<file path="config.mk">
export PLATFORM = sky130hd
export DESIGN_NAME = sqrt_unit
export DESIGN_NICKNAME = d
export VERILOG_FILES = /design/src/rtl/bm_rng_pkg.sv /design/src/rtl/sqrt_step.sv /design/src/rtl/sqrt_unit.sv
export SDC_FILE = /design/constraint.sdc
export NUM_CORES = 1
export LEC_CHECK = 0
export CORE_MARGIN = 1.5
export CORE_UTILIZATION = 47
export CTS_CLUSTER_SIZE = 12
export DETAILED_ROUTE_END_ITERATION = 8
export PLACE_DENSITY = 0.66
export SYNTH_ARGS = -nofsm -noshare
export SYNTH_HDL_FRONTEND = slang
export SYNTH_SLANG_ARGS = --single-unit
</file>
<file path="constraint.sdc">
create_clock -name clk -period 4.8 [get_ports clk]
set_input_delay 0.72 -clock clk [delete_from_list [all_inputs] [get_ports clk]]
set_output_delay 0.72 -clock clk [all_outputs]
set_load 0.01 [all_outputs]
</file>
<file path="src/rtl/bm_rng_pkg.sv">
// Shared Box-Muller RNG types and fixed-point formats (log unit, sqrt unit, multiply stage).
package bm_rng_pkg;

    // e = -2*ln(u0) is unsigned (31,24); f = sqrt(e) is unsigned (17,13).
    localparam int unsigned E_W    = 31;
    localparam int unsigned E_FRAC = 24;
    localparam int unsigned F_W    = 17;
    localparam int unsigned F_FRAC = 13;

    typedef enum logic [1:0] {
        IDLE,
        CALC,
        DONE
    } sqrt_state_e;

endpackage

</file>
<file path="src/rtl/sqrt_step.sv">
// One restoring square-root iteration: shifts in two radicand bits and decides one root bit.
module sqrt_step #(
    parameter int unsigned REM_W  = 19,
    parameter int unsigned ROOT_W = 17
) (
    input  logic [REM_W-1:0]  rem,
    input  logic [ROOT_W-1:0] root,
    input  logic [1:0]        bits,
    output logic [REM_W-1:0]  rem_next,
    output logic [ROOT_W-1:0] root_next
);

    logic [REM_W+1:0] rem_sh;
    logic [REM_W-1:0] trial;
    logic             ge;

    // Compare at full shifted width so no remainder bit is lost before the decision.
    assign rem_sh    = {rem, bits};
    assign trial     = {root, 2'b01};
    assign ge        = rem_sh >= {2'b00, trial};
    assign rem_next  = ge ? (rem_sh[REM_W-1:0] - trial) : rem_sh[REM_W-1:0];
    assign root_next = {root[ROOT_W-2:0], ge};

endmodule

</file>
<file path="src/rtl/sqrt_unit.sv">
// Iterative square root f = sqrt(e), one root bit per clock, valid/ready on both sides.
// Define SQRT_ROUND_EN to round the result to nearest instead of truncating.
module sqrt_unit
    import bm_rng_pkg::*;
#(
    parameter int unsigned IN_W     = E_W,
    parameter int unsigned IN_FRAC  = E_FRAC,
    parameter int unsigned OUT_FRAC = F_FRAC,
    localparam int unsigned S       = 2 * OUT_FRAC - IN_FRAC,
    localparam int unsigned RW      = ((IN_W + S + 1) / 2) * 2,
    localparam int unsigned OUT_W   = RW / 2
) (
    input  logic             clk,
    input  logic             reset,
    input  logic             e_valid,
    output logic             e_ready,
    input  logic [IN_W-1:0]  e,
    output logic             f_valid,
    input  logic             f_ready,
    output logic [OUT_W-1:0] f
);

    localparam int unsigned REM_W = OUT_W + 2;
    localparam int unsigned CNT_W = $clog2(OUT_W);

    sqrt_state_e      state_q, state_d;
    logic [RW-1:0]    rad_q, rad_d;
    logic [REM_W-1:0] rem_q, rem_d;
    logic [OUT_W-1:0] root_q, root_d;
    logic [OUT_W-1:0] f_q, f_d;
    logic [CNT_W-1:0] cnt_q, cnt_d;

    logic [REM_W-1:0] rem_step;
    logic [OUT_W-1:0] root_step;
    logic [OUT_W-1:0] f_load;

    sqrt_step #(
        .REM_W  (REM_W),
        .ROOT_W (OUT_W)
    ) u_step (
        .rem       (rem_q),
        .root      (root_q),
        .bits      (rad_q[RW-1 -: 2]),
        .rem_next  (rem_step),
        .root_next (root_step)
    );

`ifdef SQRT_ROUND_EN
    logic [OUT_W:0] root_inc;

    assign root_inc = {1'b0, root_step} + 1'b1;

    // Remainder above root means e lies past root^2 + root, i.e. closer to root + 1.
    always_comb begin
        f_load = root_step;
        if (rem_step > REM_W'(root_step)) begin
            f_load = root_inc[OUT_W] ? '1 : root_inc[OUT_W-1:0];
        end
    end
`else
    assign f_load = root_step;
`endif

    always_comb begin
        state_d = state_q;
        rad_d   = rad_q;
        rem_d   = rem_q;
        root_d  = root_q;
        f_d     = f_q;
        cnt_d   = cnt_q;
        case (state_q)
            IDLE: begin
                if (e_valid) begin
                    rad_d   = RW'(e) << S;
                    rem_d   = '0;
                    root_d  = '0;
                    cnt_d   = '0;
                    state_d = CALC;
                end
            end
            CALC: begin
                rad_d  = rad_q << 2;
                rem_d  = rem_step;
                root_d = root_step;
                cnt_d  = cnt_q + 1'b1;
                if (cnt_q == CNT_W'(OUT_W - 1)) begin
                    f_d     = f_load;
                    state_d = DONE;
                end
            end
            DONE: begin
                if (f_ready) begin
                    state_d = IDLE;
                end
            end
            default: state_d = IDLE;
        endcase
    end

    always_ff @(posedge clk) begin
        if (reset) begin
            state_q <= IDLE;
            rad_q   <= '0;
            rem_q   <= '0;
            root_q  <= '0;
            f_q     <= '0;
            cnt_q   <= '0;
        end else begin
            state_q <= state_d;
            rad_q   <= rad_d;
            rem_q   <= rem_d;
            root_q  <= root_d;
            f_q     <= f_d;
            cnt_q   <= cnt_d;
        end
    end

    assign e_ready = (state_q == IDLE);
    assign f_valid = (state_q == DONE);
    assign f       = f_q;

endmodule

</file>
* Yosys cells after proc, flatten, opt, wreduce, memory -nomap -nowiden
Cells that the tools add are included.
** Storage, ports and cells
- Output and inout port bits :: 19
- Register bits after elaboration :: 94
- Word-level logic and storage cells :: 33
- Input bits :: 35
** Operators by class
- Multiplexer cells :: 13
- Add/sub/neg operators :: 2
- Reduce and logical (&&, ||, !) cells :: 5
- Magnitude comparators :: 1
- Equal/unequal tests :: 6
** Operators by type and width (count)
- $pmux W34 S2 :: 1
- $mux W19 :: 2
- $pmux W19 S2 :: 1
- $mux W34 :: 1
- $pmux W17 S2 :: 1
- $ge A21 B19 Y1 :: 1
- $sub A19 B19 Y19 :: 1
- $mux W17 :: 1
- $pmux W5 S2 :: 1
- $mux W2 :: 3
- $pmux W2 S3 :: 1
- $add A5 B1 Y5 const B :: 1
- $eq A5 B5 Y1 const B :: 1
- $mux W5 :: 1
- $ne A2 B2 Y1 const B :: 2
- $reduce_and A2 Y1 :: 2
- $reduce_and A3 Y1 :: 1
- $eq A2 B1 Y1 const B :: 1
- $eq A2 B2 Y1 const B :: 1
- $logic_not A2 Y1 :: 1
- $ne A2 B1 Y1 const B :: 1
- $reduce_bool A2 Y1 :: 1

* Longest topological paths before layout
Gate-level depths: netlist (run 1).
- Depth in word-level cells :: 3
- Depth in mapped cells :: 10

* Hierarchy
A second synthesis (run 1) with hierarchy kept.
** Second synthesis, totals
- Cells, all modules :: 678
- Area total of the unflattened synthesis :: 5625.4 um^2
** By module, submodules not included
- sqrt_unit :: sequential area each 1841.8 um^2, instances 1, area each 4113.9 um^2, cells an instance 471
- sqrt_step :: sequential area each 0.0 um^2, instances 1, area each 1511.4 um^2, cells an instance 207

* Worst setup path after synthesis (run 1)
No wires, ideal clock.
- Path type :: reg2reg
- Start point :: register root_q[3]
- End point :: register rem_q[9]
- Path slack :: 2412 ps
- Period minus slack after synthesis :: 2388 ps
- Arrival :: 2261 ps
- Setup time :: 128 ps
- Stages on the path, launching flop included :: 11
- Required time :: 4672 ps
- Cells stage by stage :: dfxtp_1 -> inv_1 -> ha_1 -> a211o_1 -> a21oi_2 -> a21boi_1 -> or2_1 -> a211oi_4 -> buf_4 -> mux2i_1 -> o21ai_1
** On the way
- Longest elaborated chain between the ends :: 3
- Elaborated cells on any way between the ends :: 4
- Those cells by class :: add/sub: 1; order compare: 1; mux: 2
** Ends and longest elaborated chain
- from (decl) :: line sqrt_unit.sv:29 : logic [OUT_W-1:0] root_q, root_d;
- from (signal assigned) :: line sqrt_unit.sv:112 : root_q <= root_d;
- $sub A19 B19 Y19 / $ge A21 B19 Y1 (equally long branches) :: line sqrt_step.sv:21, sqrt_step.sv:20
- $mux W19 * :: line sqrt_step.sv:21 : assign rem_next = ge ? (rem_sh[REM_W-1:0] - trial) : rem_sh[REM_W-1:0];
- $pmux W19 S2 * :: line sqrt_unit.sv:71 : case (state_q)
- to (signal assigned) :: line sqrt_unit.sv:111 : rem_q <= rem_d;
- to (decl) :: line sqrt_unit.sv:28 : logic [REM_W-1:0] rem_q, rem_d;
Every way passes the cells marked *; elsewhere a longest branch is shown, timed or not.
A chain may end at the register's enable or synchronous reset.

* Worst setup path after layout (run 1)
Ends and elaborated chain as after synthesis.

==> reports/qor.yml, run 1 <==
die_w_um: 104
setup.worst_path.start_class: "flop"
status: "completed"
tightest_slew_ns: 0.7931
root_buffer: "clkbuf_8"
syn_nets: 682
netlist_area_um2: 4795
relSlewSlack_pct: 46.93
crit_required_ns: 5.05
htreeDepth: 3
num_rows: 36
synthFlopType: "dfxtp_1"
slew_viol_final: 0
antenna_found_initial: 0
ys_types: 52
synth-seq-cells: 92
final_util_pct: 57.14
wl_per_cell_um: 13.71
layout_commonest_cell: "nor2_1"
clk_latency_ns: 0.37
r2r_cells: 10
critPathMaxStageDelay_ns: 0.58
endpoint: "rem_q[9]$_SDFFE_PP0P_"
tns_ns: 0
gp_congestion: 0.9130
grt_pass1_vias: 3926
fin_nets: 718
cp.depth: 10
r2r-start: "root_q[3]$_SDFFE_PP0P_"
crit_chain: "inv_1 > ha_1 > a211o_1 > a21oi_2 > a21boi_1 > or2_1 > a211oi_4 > buf_4 > mux2i_1 > o21ai_1"
cts_buffers: 9
r2r_slack_ns: 1.75
die-area_um2: 10820
hold_violations: 0
path_max_fanout: 13
via_per_inst: 5.406
critical_path_class: "reg -> reg"
syn_inst: 626
ir_drop_v: 0.0003177
worst-path-buf-inv: 2
layout_common_cells: "130 x nor2_1, 91 x dfxtp_1, 61 x a21oi_1"
grt_pass1_wl_um: 18760
yosysWarnings: 0
cp-startpoint: "root_q[3]$_SDFFE_PP0P_"
ioPinCount: 54
initial_core_util_pct: 48.83
clkTransAtPathRegs_ns: 0.09
finalPower_mw: 3.359
drc_errors: 0
setup_viol: 0
vias: 4325
leakage_nw: 2.243
rr_endpoint: "rem_q[9]$_SDFFE_PP0P_"
cp_top_family: "compound AO/OA/AOI/OAI gates"
period_needed_ns: 3.048
drive_above_1_share_pct: 4.948
wirelength_um: 10970
clock_path_buffers: 2
design_area_um2: 5610
post-place-ws_ns: 1.767
setup_ws_ns: 1.752
ant_nets: 0
core-area_um2: 9819
synth_edf_count: 0
grt_max_degree: 65
yosys.area_share.simple_pct: 26.46
synth_top_family_by_area: "simple AND/OR/NAND/NOR gates"
cp.arrival_ns: 3.30
max_freq_mhz: 328.1
dr.pass1.iters: 5
critPathCaptureType: "flop"
drt_iter0_drc: 173
portBuffers: 53
synth_compound_area_share_pct: 18.97
hold_path.class: "reg -> reg"
timing.final.crit_share_pct: 63.50
holdPathStages: 2
syn_to_final_growth_pct: 17.01
die_h_um: 104
cts_setup_buffers: 0
ys_seq_area_share_pct: 38.41
cts_resized: 0
hold_slack_ns: 0.4585
cap_viol_max_count: 0
fin_skew_ns: 0.009535
synthArstFlopShare_pct: 0
placed_cells: 784
syn_area_per_cell_um2: 7.659
place_area_um2: 5408
grt_overflow: 0
cts_tree: "built"
synthXorXnorAreaFrac_pct: 2.740
grtUsageTotal_pct: 20.88
layout.cells.non_filler: 800
synth.mux.area_fraction_pct: 3.158
diodes: 0
cts_sinks: 92
rsz0062_at_grt: "false"
crit_slowest_cell: "a211oi_4"
place_hpwl_um: 7545
power_per_cell_area_nw_per_um2: 598.6
cts-hold-fix-buffers: 0
synthAdderAreaFrac_pct: 5.480
[worst min-delay path by stage]
stage	to	startpoint	slack [ns]
4_1_cts	f[16]$_SDFFE_PP0P_	f[16]$_SDFFE_PP0P_	0.46
3_5_place_dp	f[16]$_SDFFE_PP0P_	f[16]$_SDFFE_PP0P_	0.45
5_1_grt	f[13]$_SDFFE_PP0P_	f[13]$_SDFFE_PP0P_	0.49
2_1_floorplan	rem_q[0]$_SDFFE_PP0P_	rem_q[0]$_SDFFE_PP0P_	0.44
6_report	f[16]$_SDFFE_PP0P_	f[16]$_SDFFE_PP0P_	0.46
3_3_place_gp	f[9]$_SDFFE_PP0P_	f[9]$_SDFFE_PP0P_	0.44
[cell usage after synthesis (2+ instances only)]
library cell | n | area share (%)
a211o_1 | 3 | 0.55
a211oi_1 | 4 | 0.63
a21o_1 | 9 | 1.4
a21oi_1 | 61 | 6.4
a22oi_1 | 19 | 3.0
a32oi_1 | 7 | 1.3
and2_1 | 3 | 0.39
and3_1 | 4 | 0.52
buf_1 | 4 | 0.31
clkbuf_1 | 31 | 2.4
dfxtp_1 | 92 | 38
ha_1 | 21 | 5.5
inv_1 | 21 | 1.6
mux2i_1 | 14 | 2.9
nand2_1 | 54 | 4.2
nand2b_1 | 7 | 0.91
nand3_1 | 5 | 0.52
nand4_1 | 4 | 0.52
nor2_1 | 131 | 10
nor2b_1 | 32 | 4.2
nor3_1 | 32 | 3.3
o211ai_1 | 2 | 0.31
o21a_1 | 4 | 0.63
o21ai_0 | 11 | 1.1
o21ai_1 | 11 | 1.1
xnor2_1 | 11 | 2.0
xor2_1 | 4 | 0.73
[per-layer routing]
metal / global-route usage (%) / vias up / wire length, µm
met5: 0 / - / 0
met4: 5.853 / 0 / 142
met3: 5.201 / 13 / 377
met2: 33.87 / 64 / 5242
met1: 27.55 / 2033 / 5203
li1: - / 2215 / -
[worst reg2reg max path, cell delays in order, from the launching register on]
cell and delay, ns:
dfxtp_1 0.39, inv_1 0.06, ha_1 0.35, a211o_1 0.35, a21oi_2 0.20, a21boi_1 0.11, or2_1 0.27, a211oi_4 0.58
buf_4 0.34, mux2i_1 0.21, o21ai_1 0.08
[sequential cells by signal, summed over array words and instances, names as in the netlist]
signal and flops:
root_q 17, rem_q 19, rad_q 32, cnt_q 5, f 17, state_q 2
[kinds of logic after synthesis]
group | count (synthesis)
AND/OR/NAND/NOR | 281
adder cells (fa/ha/maj) | 21
XOR/XNOR | 15
AO/OA/AOI/OAI | 144
flip-flops | 92
buffers and inverters | 58
multiplexers | 15
[report_power, final]
group / switching [mW] / internal, mW / leakage [nW] / total (mW)
registers: 0.0719 / 0.856 / 0.752 / 0.928
logic: 0.991 / 0.900 / 1.39 / 1.89
clock network: 0.273 / 0.268 / 0.102 / 0.540
[cell type report]
class / count / area (µm²)
Fill cell: 948 / 4209
Tap cell: 133 / 166.4
Clock inverter: 4 / 47.55
Timing Repair Buffer: 62 / 593.1
Clock buffer: 12 / 155.1
Multi-Input combinational cell: 476 / 2726
Sequential cell: 92 / 1843
Inverter: 21 / 78.83
Note: power is estimated with default switching activity, not from simulation.
==> run 2, diff against run 1 <==
- PLACE_DENSITY: 0.66 -> 0.68
- clock period: 4.8 -> 2.5 ns (I/O delays scaled with it)
==> reports/qor.yml, run 2 (same netlist as run 1, synthesis figures left out) <==
status: "completed"
setup.worst_path.start_class: "flop"
layout_commonest_cell: "nor2_1"
initial_core_util_pct: 48.83  # unchanged
via_per_inst: 5.361  # -0.84%
die_h_um: 104  # unchanged
cp-startpoint: "root_q[6]$_SDFFE_PP0P_"
largest_register_ffs: 32  # unchanged
regArea_um2: 1853  # +0.54%
max_freq_mhz: 413.6  # +26%
pwr-share-seq_pct: 24.9  # -2.7 points
leakage_nw: 2.417  # +7.7%
design_area_um2: 5961  # +6.2%
relSlewSlack_pct: 34.81  # -12 points
r2r_slack_ns: 0.08  # -1.67 ns
clock_path_buffers: 2  # unchanged
grt_max_degree: 36  # -45%
core-area_um2: 9819  # unchanged
setup_viol: 0  # unchanged
die-area_um2: 10820  # unchanged
path_max_fanout: 5  # -8
clock_power_share_pct: 13.4  # -2.7 points
grt_pass1_vias: 4215  # +7.4%
fin_nets: 751  # +4.6%
tightest_slew_ns: 0.9742  # +0.1810 ns
place_hpwl_um: 8451  # +12%
r2r_cells: 9  # -1
power_per_cell_area_nw_per_um2: 1214  # +100%
gp_congestion: 0.9363  # +2.6%
p_int_mw: 4.408  # +120%
diodes: 0  # unchanged
post-place-ws_ns: -0.02930  # -1.796 ns
switching_share_pct: 39.10  # -0.67 points
tns_ns: 0  # unchanged
cts_buffers: 9  # unchanged
power_frac_comb_pct: 61.7  # +5.4 points
cts-hold-fix-buffers: 0  # unchanged
portBuffers: 53  # unchanged
critical_path_class: "reg -> reg"
clkTransAtPathRegs_ns: 0.10  # about the same
crit_slowest_cell: "dfxtp_1"
endpoint: "rem_q[18]$_SDFFE_PP0P_"
cap_viol_max_count: 0  # unchanged
wirelength_um: 11850  # +8.1%
cts_tree: "built"
drt_iter0_drc: 171  # -1.2%
place_area_um2: 5632  # +4.1%
grtUsageTotal_pct: 21.80  # +0.93 points
htreeDepth: 3  # unchanged
grt_overflow: 0  # unchanged
ioPinCount: 54  # unchanged
multi_input_area_um2: 2833  # +3.9%
drc_errors: 0  # unchanged
ir_drop_v: 0.0008202  # +160%
nFillCells: 971  # +2.4%
ant_nets: 0  # unchanged
vias: 4460  # +3.1%
dr.pass1.iters: 4  # -1
r2r-start: "root_q[6]$_SDFFE_PP0P_"
cts_sinks: 92  # unchanged
critPathCaptureType: "flop"
slew_viol_final: 0  # unchanged
wl_per_cell_um: 14.24  # +3.9%
hold_violations: 0  # unchanged
fin_skew_ns: 0.01393  # +0.004399 ns
crit_chain: "inv_1 > ha_1 > and3_1 > a21boi_2 > or2_4 > a211oi_4 > buf_4 > mux2_2 > o211ai_1"
largestRegisters: "rad_q (32), rem_q (19)"
p_switching_mw: 2.830  # +110%
die_w_um: 104  # unchanged
root_buffer: "clkbuf_8"
clk_latency_ns: 0.36  # about the same
rr_endpoint: "rem_q[18]$_SDFFE_PP0P_"
hold_path.class: "in -> reg"
setup_ws_ns: 0.08203  # -1.670 ns
critPathMaxStageDelay_ns: 0.39  # -0.19 ns
timing.final.crit_share_pct: 96.72  # +33 points
layout_common_cells: "130 x nor2_1, 83 x dfxtp_1, 59 x a21oi_1"
syn_to_final_growth_pct: 24.32
antenna_found_initial: 0  # unchanged
num_rows: 36  # unchanged
period_needed_ns: 2.418  # -0.6300 ns
crit_required_ns: 2.79  # -2.26 ns
max_flop_register: "rad_q"
grt_pass1_wl_um: 19630  # +4.6%
rsz0062_at_grt: "true"
drive_above_1_share_pct: 12.59  # +7.6 points
cp.arrival_ns: 2.71  # -0.59 ns
[run 2: final cells by class]
type                            count  area share [%]
Clock buffer                       11           2.540
Tap cell                          133           2.792
Multi-Input combinational cell    476           47.52
Sequential cell                    92           31.09
Inverter                           21           1.322
Clock inverter                      4          0.5668
Timing Repair Buffer               95           14.17
[run 2: critical path, delay by kind of cell, from the launching register on]
kind | cells | cell delay (ns)
fa+ha+maj | 1 | 0.36
buf+inv | 2 | 0.26
compound gates | 3 | 0.54
flops | 1 | 0.39
mux | 1 | 0.33
simple gates | 2 | 0.48
[run 2: what timing repair did]
| action | CTS | global route |
|---|---|---|
| setup endpoints to repair | 18 | 20 |
| pin swaps | 2 | 4 |
| gates resized for setup | 7 | 19 |
| buffers inserted | 2 | 1 |
| endpoints found under the hold margin | 0 | 0 |
[run 2: worst min-delay path by stage]
stage / from / end / slack, ns / cells after the start
floorplan: rem_q[0]$_SDFFE_PP0P_ / rem_q[0]$_SDFFE_PP0P_ / 0.44 / 2
global placement: f[14]$_SDFFE_PP0P_ / f[14]$_SDFFE_PP0P_ / 0.44 / 2
detailed placement: f[13]$_SDFFE_PP0P_ / f[13]$_SDFFE_PP0P_ / 0.45 / 2
CTS: reset / root_q[10]$_SDFFE_PP0P_ / 0.42 / 2
global route: reset / root_q[11]$_SDFFE_PP0P_ / 0.44 / 2
finish: reset / root_q[6]$_SDFFE_PP0P_ / 0.43 / 2
[run 2: stage by stage]
| step | hold WS, ns | power [mW] | util, % | cells |
|---|---|---|---|---|
| global placement | 0.4448 | 5.804 | 57.35 | 814 |
| detailed placement | 0.4492 | 5.863 | 57.35 | 814 |
| floorplan | 0.4425 | 4.856 | - | 626 |
| global route | 0.4387 | 7.764 | 60.70 | 832 |
| CTS | 0.4226 | 7.110 | 59.76 | 831 |
| finish | 0.4290 | 7.238 | 60.70 | 832 |
[run 2: power by group through the flow]
stage | clock network [mW] | logic [mW] | registers, mW
floorplan | 0 | 3.09 | 1.77
global placement | 0 | 4.00 | 1.81
detailed placement | 0 | 4.05 | 1.81
CTS | 0.991 | 4.34 | 1.78
global route | 1.06 | 4.89 | 1.82
finish | 0.972 | 4.47 | 1.80
[run 2: routing by layer]
layer | track usage [%] | routed length (µm) | part of all wire, % | vias up
met5 | 0 | 0 | 0 | -
met4 | 4.960 | 52 | 0.44 | 0
met2 | 36.85 | 5721 | 48 | 70
met3 | 4.198 | 452 | 3.8 | 4
met1 | 28.80 | 5624 | 47 | 2119
li1 | - | - | - | 2267
==> run 3, diff against run 2 <==
- SKIP_CTS_REPAIR_TIMING: unset -> 1
==> reports/qor.yml, run 3 (same netlist as run 1, synthesis figures left out) <==
leakage_nw: 2.438  # +0.87%
ioPinCount: 54  # unchanged
num_rows: 36  # unchanged
clock_power_share_pct: 13.2  # -0.2 points
regArea_um2: 1863  # +0.54%
nFillCells: 966  # -0.51%
wl_met2_um: 5859  # +2.4%
clock_path_buffers: 2  # unchanged
cts_tree: "built"
relSlewSlack_pct: 42.22  # +7.4 points
max_freq_mhz: 409.3  # -1.0%
clk_latency_ns: 0.36  # about the same
critPathCaptureType: "flop"
ir_drop_v: 0.0008256  # +0.67%
diodes: 0  # unchanged
switching_share_pct: 38.82  # -0.28 points
ant_nets: 0  # unchanged
wl_met3_um: 461  # +2.0%
tightest_slew_ns: 0.8635  # -0.1106 ns
wl_per_cell_um: 14.30  # +0.36%
largest_register_ffs: 32  # unchanged
grt_max_degree: 36  # unchanged
hold_path.class: "in -> reg"
fin_nets: 755  # +0.53%
holdPathStages: 2  # unchanged
setup.worst_path.start_class: "flop"
hold_violations: 0  # unchanged
core-area_um2: 9819  # unchanged
cts_buffers: 9  # unchanged
root_buffer: "clkbuf_8"
syn_to_final_growth_pct: 25.39
fin_skew_ns: 0.01280  # -0.001130 ns
grt_overflow: 0  # unchanged
dr.pass1.iters: 5  # +1
pwr-share-seq_pct: 24.7  # -0.2 points
cts_sinks: 92  # unchanged
setup_viol: 0  # unchanged
timing.final.crit_share_pct: 97.72  # +1.0 points
hold_start: "reset"
initial_core_util_pct: 48.83  # unchanged
drt_iter0_drc: 167  # -2.3%
place_area_um2: 5632  # unchanged
tns_ns: 0  # unchanged
crit_chain: "inv_2 > ha_4 > a21oi_4 > a21bo_1 > a21o_1 > or2_4 > a211oi_4 > buf_4 > mux2i_2 > o21ai_1"
cp.arrival_ns: 2.68  # -0.03 ns
grt_pass1_wl_um: 19620  # about the same
portBuffers: 53  # unchanged
status: "completed"
htreeDepth: 3  # unchanged
hold_slack_ns: 0.4333  # +0.004374 ns
post-place-ws_ns: -0.02930  # unchanged
critPathMaxStageDelay_ns: 0.34  # -0.05 ns
power_frac_comb_pct: 62.1  # +0.4 points
path_max_fanout: 5  # unchanged
p_switching_mw: 2.844  # +0.48%
power_per_cell_area_nw_per_um2: 1218  # +0.34%
drc_errors: 0  # unchanged
wl_met1_um: 5582  # -0.75%
die-area_um2: 10820  # unchanged
r2r-start: "root_q[10]$_SDFFE_PP0P_"
max_flop_register: "rad_q"
layout.cells.non_filler: 836  # +0.48%
period_needed_ns: 2.443  # +0.02502 ns
design_area_um2: 6012  # +0.86%
grt_pass1_vias: 4208  # -0.17%
crit_slowest_cell: "dfxtp_2"
clkTransAtPathRegs_ns: 0.09  # about the same
via_per_inst: 5.358  # about the same
largestRegisters: "rad_q (32), rem_q (19)"
die_w_um: 104  # unchanged
r2r_slack_ns: 0.06  # -0.03 ns
setup_ws_ns: 0.05701  # -0.02502 ns
placed_cells: 814  # unchanged
vias: 4479  # +0.43%
critical_path_class: "reg -> reg"
grtUsageTotal_pct: 21.79  # about the same
drive_above_1_share_pct: 14.51  # +1.9 points
rr_endpoint: "rem_q[9]$_SDFFE_PP0P_"
multi_input_area_um2: 2844  # +0.40%
wirelength_um: 11950  # +0.84%
gp_congestion: 0.9363  # unchanged
topRoutingLayerUsed: "met4"
crit_required_ns: 2.74  # -0.05 ns
whs_endpoint: "root_q[6]$_SDFFE_PP0P_"
place_hpwl_um: 8451  # unchanged
p_int_mw: 4.481  # +1.7%
antenna_found_initial: 0  # unchanged
slew_viol_final: 0  # unchanged
layout_common_cells: "130 x nor2_1, 77 x dfxtp_1, 60 x a21oi_1"
layout_commonest_cell: "nor2_1"
r2r_cells: 10  # +1
cap_viol_max_count: 0  # unchanged
die_h_um: 104  # unchanged
==> run 3: cell types whose count changed in the layout (fill, tap and decap cells not counted), moves of 2 or more <==
cell     delta
dfxtp_1     -6
inv_1       -2
inv_2       +2
buf_4       +4
dfxtp_2     +5
==> run 3: worst max path at each step <==
stage / startpoint / endpoint / slack, ns / cells past startpoint
CTS: root_q[10]$_SDFFE_PP0P_ / rem_q[9]$_SDFFE_PP0P_ / -0.06 / 10
global route: root_q[10]$_SDFFE_PP0P_ / rem_q[9]$_SDFFE_PP0P_ / -0.04 / 10
global placement: root_q[10]$_SDFFE_PP0P_ / rem_q[9]$_SDFFE_PP0P_ / -0.007 / 10
finish: root_q[10]$_SDFFE_PP0P_ / rem_q[9]$_SDFFE_PP0P_ / 0.06 / 10
detailed placement: root_q[10]$_SDFFE_PP0P_ / rem_q[4]$_SDFFE_PP0P_ / -0.03 / 10
floorplan: root_q[3]$_SDFFE_PP0P_ / rem_q[9]$_SDFFE_PP0P_ / 0.11 / 10
==> run 3: per-stage QoR <==
| step | power, mW | utilization [%] |
|---|---|---|
| 3_5_place_dp | 5.863 | 57.35 |
| 3_3_place_gp | 5.804 | 57.35 |
| 4_1_cts | 6.839 | 59.24 |
| 5_1_grt | 7.852 | 61.23 |
| 6_report | 7.325 | 61.23 |
| 2_1_floorplan | 4.856 | - |
==> run 3: area by class of cell <==
type                    count  share of cell area (%)
multi-input cells         476                   47.30
flip-flops and latches     92                   30.99
repair buffers             99                   14.55
well taps                 133                   2.768
clock buffers              11                   2.518
inverters                  21                   1.311
clock inverters             4                  0.5619
==> run 3: critical path, delay by kind of cell (launching register included) <==
| family | cells | cell delay [ns] |
|---|---|---|
| adders and majority gates | 1 | 0.26 |
| AOI/OAI and AO/OA | 5 | 0.96 |
| buffers and inverters | 2 | 0.24 |
| DFF | 1 | 0.34 |
| muxes | 1 | 0.25 |
| and+or+nand+nor | 1 | 0.27 |
==> run 3: power groups by stage <==
| stage | logic, mW | registers [mW] | clock network (mW) |
|---|---|---|---|
| 6_report | 4.55 | 1.81 | 0.967 |
| 5_1_grt | 4.97 | 1.83 | 1.06 |
| 4_1_cts | 4.07 | 1.78 | 0.991 |
| 3_5_place_dp | 4.05 | 1.81 | 0 |
| 3_3_place_gp | 4.00 | 1.81 | 0 |
| 2_1_floorplan | 3.09 | 1.77 | 0 |
==> run 3: metal layers <==
| metal | up-vias | global-route usage [%] |
|---|---|---|
| li1 | 2271 | - |
| met1 | 2133 | 28.79 |
| met2 | 71 | 36.80 |
| met3 | 4 | 4.198 |
| met4 | 0 | 4.960 |
| met5 | - | 0 |
